### src/rtl/mem_port_arbiter.sv
// rtl/mem_port_arbiter.sv - cpu/loader single-port RAM arbiter; MEM_ARB_STATS_EN adds stat counters
module mem_port_arbiter #(
  parameter int ADDR_W     = 9,
  parameter int DATA_W     = 16,
  parameter int STARVE_LIM = 3
) (
  input  logic              clk,
  input  logic              reset,
  input  logic [2:0]        cpu_mem_cmd,
  input  logic [ADDR_W-1:0] cpu_mem_addr,
  input  logic [DATA_W-1:0] cpu_wdata,
  output logic [DATA_W-1:0] cpu_rdata,
  output logic              cpu_wait,
  input  logic              ldr_req,
  input  logic              ldr_we,
  input  logic [ADDR_W-1:0] ldr_addr,
  input  logic [DATA_W-1:0] ldr_wdata,
  output logic              ldr_gnt,
  output logic [DATA_W-1:0] ldr_rdata,
  output logic              ldr_rvalid,
  output logic [ADDR_W-1:0] ram_addr,
  output logic              ram_we,
  output logic [DATA_W-1:0] ram_wdata,
  input  logic [DATA_W-1:0] ram_rdata
`ifdef MEM_ARB_STATS_EN
  ,
  output logic [15:0]       stat_cpu_wait,
  output logic [15:0]       stat_ldr_gnt
`endif
);

  typedef enum logic [1:0] {S_IDLE, S_CPU, S_LDR} own_t;

  localparam logic [2:0] MREAD  = 3'b010;
  localparam logic [2:0] MWRITE = 3'b100;
  localparam logic [3:0] LIM    = 4'(STARVE_LIM);

  own_t       own_q, own_d;
  logic       rd_q, rd_d;
  logic [3:0] wait_cnt, wait_cnt_d;
  logic       cpu_rd, cpu_wr, cpu_act, starve, ldr_win;

  assign cpu_rdata = ram_rdata;
  assign ldr_rdata = ram_rdata;
  // Gated by reset so a read granted just before reset never reports valid data.
  assign ldr_rvalid = reset && (own_q == S_LDR) && rd_q;

  always_comb begin
    cpu_rd     = (cpu_mem_cmd == MREAD);
    cpu_wr     = (cpu_mem_cmd == MWRITE);
    cpu_act    = cpu_rd || cpu_wr;
    starve     = (wait_cnt == LIM);
    ldr_win    = reset && ldr_req && (!cpu_act || starve);
    own_d      = S_IDLE;
    rd_d       = 1'b0;
    ldr_gnt    = 1'b0;
    cpu_wait   = 1'b0;
    ram_we     = 1'b0;
    ram_addr   = cpu_mem_addr;
    ram_wdata  = cpu_wdata;
    wait_cnt_d = wait_cnt;
    if (ldr_win) begin
      own_d     = S_LDR;
      rd_d      = !ldr_we;
      ldr_gnt   = 1'b1;
      cpu_wait  = cpu_act;
      ram_we    = ldr_we;
      ram_addr  = ldr_addr;
      ram_wdata = ldr_wdata;
    end else if (reset && cpu_act) begin
      own_d  = S_CPU;
      rd_d   = cpu_rd;
      ram_we = cpu_wr;
    end
    if (!ldr_req || ldr_win) begin
      wait_cnt_d = 4'd0;
    end else if (!starve) begin
      wait_cnt_d = wait_cnt + 4'd1;
    end
  end

  always_ff @(posedge clk) begin
    if (!reset) begin
      own_q    <= S_IDLE;
      rd_q     <= 1'b0;
      wait_cnt <= 4'd0;
    end else begin
      own_q    <= own_d;
      rd_q     <= rd_d;
      wait_cnt <= wait_cnt_d;
    end
  end

`ifdef MEM_ARB_STATS_EN
  always_ff @(posedge clk) begin
    if (!reset) begin
      stat_cpu_wait <= 16'd0;
      stat_ldr_gnt  <= 16'd0;
    end else begin
      if (cpu_wait && (stat_cpu_wait != 16'hFFFF)) begin
        stat_cpu_wait <= stat_cpu_wait + 16'd1;
      end
      if (ldr_gnt && (stat_ldr_gnt != 16'hFFFF)) begin
        stat_ldr_gnt <= stat_ldr_gnt + 16'd1;
      end
    end
  end
`endif

endmodule

### config.mk
export PLATFORM = sky130hd
export DESIGN_NAME = mem_port_arbiter
export DESIGN_NICKNAME = d
export VERILOG_FILES = /design/src/rtl/mem_port_arbiter.sv
export SDC_FILE = /design/constraint.sdc
export NUM_CORES = 1
export LEC_CHECK = 0
export CAP_MARGIN = 30
export CORE_MARGIN = 1.5
export CORE_UTILIZATION = 24
export CTS_BUF_LIST = sky130_fd_sc_hd__clkbuf_4
export DETAILED_ROUTE_END_ITERATION = 6
export GPL_ROUTABILITY_DRIVEN = 0
export PLACE_DENSITY_LB_ADDON = 0.08
export SYNTH_ARGS = -nofsm -noshare
export SYNTH_HDL_FRONTEND = slang
export SYNTH_SLANG_ARGS = --single-unit
### constraint.sdc
create_clock -name clk -period 2.2 [get_ports clk]
set_input_delay 0.44 -clock clk [delete_from_list [all_inputs] [get_ports clk]]
set_output_delay 0.44 -clock clk [all_outputs]
set_load 0.02 [all_outputs]
### Word level (Yosys, flattened, before mapping)

Index checks and enable logic that the tools add are counted.
Widths: inputs -> output; s select.

* add/subtract/negate cells: 1
* eq/ne operators: 4
* mux-type cells: 10
* bitwise logic cells: 1
* reductions and logical operators: 13

Operator list (number)
* $mux 16: 1
* $mux 9: 1
* $mux 1: 7
* $logic_and 1x1->1: 5
* $add 4x1->4 const B: 1
* $eq 4x2->1 const B: 1
* $reduce_or 2->1: 2
* $eq 3x2->1 const B: 1
* $eq 3x3->1 const B: 1
* $logic_not 1->1: 3
* $logic_or 1x1->1: 3
* $eq 2x2->1 const B: 1
* $mux 2: 1
* $not 1->1: 1

* flip-flop bits (word level): 7
* logic and storage cells: 33

### Depth between registers and ports, before layout

Gate-level depths: netlist of run 1.

* depth after elaboration: 7
* gate-level depth with buffers: 5

### Worst setup path before layout of run 1

Ideal clock, no wire load.

* path type: register to output
* start point: register wait_cnt[0]
* end point: output port ram_we
* arrival: 1.589 ns
* required time: 1.760 ns
* setup slack: 0.171 ns
* stages on the path, launching flop included: 5
* cell sequence: dfxtp_1 -> ha_1 -> nor3b_2 -> a211o_1 -> o32ai_1

* longest elaborated chain between the ends: 4

Ends and longest elaborated chain
* start, declared: RTL line 40 `logic [3:0] wait_cnt, wait_cnt_d;`
* start signal, assigned: RTL line 90 `wait_cnt <= wait_cnt_d;`
* $eq 4x2->1: RTL line 52 `starve = (wait_cnt == LIM);`
* $logic_or 1x1->1: RTL line 53 `ldr_win = reset && ldr_req && (!cpu_act || starve);`
* $logic_and 1x1->1: RTL line 53
* $mux 1: RTL line 62 `if (ldr_win) begin`
* end, declared: RTL line 22 `output logic ram_we,`

Every way passes these cells.

### Worst setup path after layout of run 1

* start point: register wait_cnt[0]
* end point: output port ram_wdata[2]

* longest elaborated chain between the ends: 4

Ends and longest elaborated chain
* $eq 4x2->1: RTL line 52
* $logic_or 1x1->1: RTL line 53
* $logic_and 1x1->1: RTL line 53
* $mux 16: RTL line 62
* end, declared: RTL line 23 `output logic [DATA_W-1:0] ram_wdata,`

Every way passes these cells.

==> results of run 1 <==
[registers in the layout (all words and copies together), names as in the netlist]
signal	flops
own_q	2
rd_q	1
wait_cnt	4
[cell type report]
class	instances	area, um^2	area share, %
sequential	7	143	7.37
multi-input combinational	47	587	30.3
timing repair buffer	105	1100	56.6
tap	46	57.6	2.97
inverter	6	22.5	1.16
clock buffer	4	30.0	1.55
[logic make-up (layout without fill, tap and decap cells)]
family	count (synthesis)	count (layout)
multiplexers	25	25
adder cells (fa/ha/maj)	1	1
AO/OA/AOI/OAI	4	4
AND/OR/NAND/NOR	14	14
XOR/XNOR	3	3
flip-flops	7	7
buffers and inverters	41	115
[synthesized netlist by cell type]
cell	instances
xnor2_1	1
nand3_1	1
xnor2_2	1
ha_1	1
inv_1	6
xor2_1	1
nand2_1	2
nor3_1	6
buf_6	3
nor2_1	1
or3_1	1
o32ai_1	2
mux2_2	18
and2_1	1
o31ai_4	1
nor3b_2	1
and3_1	1
mux2_1	7
a211o_1	1
dfxtp_1	7
buf_4	32
[through the flow]
| step | TNS [ns] | total power (W) |
|---|---|---|
| 2_1_floorplan | 0 | 0.000347 |
| 3_3_place_gp | -18.36 | 0.000455 |
| 3_5_place_dp | -18.87 | 0.000458 |
| 4_1_cts | -5.45 | 0.000684 |
| 5_1_grt | -5.16 | 0.000703 |
| 6_report | -3.74 | 0.000670 |
[routing by layer]
| layer | vias to the layer above | GRT usage (%) |
|---|---|---|
| li1 | 443 | - |
| met1 | 418 | 14.7 |
| met2 | 66 | 33.7 |
| met3 | 15 | 3.87 |
| met4 | 0 | 8.42 |
| met5 | - | 0 |
[worst max-delay path: stages (launching register included)]
cell and delay, ns:
dfxtp_2 0.35, ha_4 0.14, nor3b_4 0.28, o31ai_4 0.09, buf_4 0.15, buf_6 0.12, buf_12 0.13, mux2_4 0.31
buf_6 0.13
[how the worst max path moves through the flow]
stage / startpoint / endpoint / slack, ns
2_1_floorplan: wait_cnt[0]$_SDFFE_PP0P_ / ram_we / 0.17
3_3_place_gp: cpu_mem_cmd[1] / ram_wdata[15] / -0.72
3_5_place_dp: cpu_mem_cmd[1] / ram_wdata[15] / -0.73
4_1_cts: wait_cnt[1]$_SDFFE_PP0P_ / ram_wdata[7] / -0.28
5_1_grt: wait_cnt[0]$_SDFFE_PP0P_ / ram_wdata[2] / -0.24
6_report: wait_cnt[0]$_SDFFE_PP0P_ / ram_wdata[2] / -0.19
[timing repair]
item,CTS,global route
endpoints found under the setup margin,29,28
cloned,4,0
pin swaps,5,2
gates resized for setup,215,6
setup buffers,9,0
[power breakdown]
group | internal, W | switching [W] | leakage, nW
clock | 0.0000815 | 0.0000467 | 0.0184
sequential | 0.000131 | 0.00000135 | 0.0580
combinational | 0.000262 | 0.000147 | 0.854
==> out/metrics.yaml, run 1 <==
power:
  leakage_nw: 0.931
  vdd_drop_max_mv: 0.164
  power.density_mw_per_mm2: 346
finish:
  area_growth_pct: 118
  stdcell_count: 215
  design_area_mm2: 0.00194
  final_cell_mix: "clkdlybuf4s50_1 (52), buf_6 (31), mux2_4 (25)"
  antenna_cells: 0
  nFillCells: 296
  final_common_cell: "clkdlybuf4s50_1"
  final_util_pct: 56.2
  nNetsFinal: 244
  drive_above_1_share_pct: 52.1
global_route:
  grt_pass1_vias: 1078
  grt.total_usage_pct: 16.6
  antenna_found_initial: 0
  grt-ovfl-total: 0
  grt_pass1_wl_um: 5210
  grt_max_degree: 6
synthesis:
  synth.area.mux_share_pct: 31.6
  synthTopCellsByArea: "buf_4 (27%), mux2_2 (23%), dfxtp_1 (16%)"
  yosys.area_share.simple_pct: 8.72
  synth-seq-cells: 7
  seq_area_frac_synth_pct: 15.8
  synth_compound_area_share_pct: 5.34
  netlist.area_leader.share_pct: 27.0
  synth_warnings: 0
  synth_adder_area_share_pct: 1.41
  synth_xor_area_share_pct: 3.80
  ys_types: 21
  syn_area_per_cell_um2: 9.36
  synth_top_family_by_area: "buffers and inverters"
  synth_top_area_cell: "buf_4"
  synth_area_um2: 890
  synthesis.nets: 169
  synth_cells: 95
min_path:
  hold_start: "cpu_mem_cmd[2]"
  whs_path_depth: 2
  hold_path.class: "in2reg"
  whs_endpoint: "rd_q$_SDFF_PN0_"
sta:
  post-route-period-util_pct: 108
  finClkSkew_ns: 0.000602
  min_period_ns: 2.39
  drv_slew: 0
  max_slew_margin_pct: 82.0
  fmaxAchievable_mhz: 419
  setup_viol: 26
  setup_slack_ns: -0.186
  tightest_slew_ns: 0.270
  rsz0062_at_grt: "true"
  hold_violations: 0
  holdWs_ns: 0.474
clocking:
  clock_latency_ns: 0.25
  numClockSinks: 7
  htree_num_levels: 1
  cts_root_buf: "clkbuf_4"
  clk_pin_slew_ns: 0.05
  ctsHoldBuffers: 0
  clock_path_buffers: 2
  cts_tree: "done"
  numCtsBuffers: 3
placement:
  dp_cells: 201
  dp_hpwl_um: 2290
  place_worst_setup_slack_ns: -0.729
  placed_area_mm2: 0.00161
  numPortBuffers: 85
routing:
  wl_met1_um: 1040
  drt-initial-drc-count: 14
  vias: 942
  via_per_inst: 4.38
  met3_wirelength_um: 316
  wl_per_cell_um: 15.4
  ant_nets: 0
  wirelength_um: 3310
  route.detailed.drc: 0
  first_pass_iters: 2
  top_layer: "met4"
  routed-wl-met2_um: 1880
status:
  status: "complete, but fails checks"
  violations: "setup timing"
worst_setup_path:
  rrSetupSlack_ns: 0.74
  r2r-start: "wait_cnt[0]$_SDFFE_PP0P_"
  reg2reg_to: "rd_q$_SDFF_PN0_"
  end_kind: "output pin"
  cp.arrival_ns: 1.95
  worstRegToRegCells: 7
  start_kind: "register"
  cp_max_fo: 5
  path_class: "reg2out"
  worstPathRequired_ns: 1.76
floorplan:
  initial_core_util_pct: 25.8
  core_area_mm2: 0.00344
  rows: 21
  dieArea_mm2: 0.00408
  die_h_um: 63.9
  pin_count: 134
  die_w_um: 63.9
job:
  maxCapViolCount: 0
Power figures use the tool's default switching activity.
==> run 2, diff against run 1 <==
GPL_ROUTABILITY_DRIVEN = not set   (was 0)
==> results of run 2 <==
No change in the layout: final DEF, timing and power equal those of run 1.
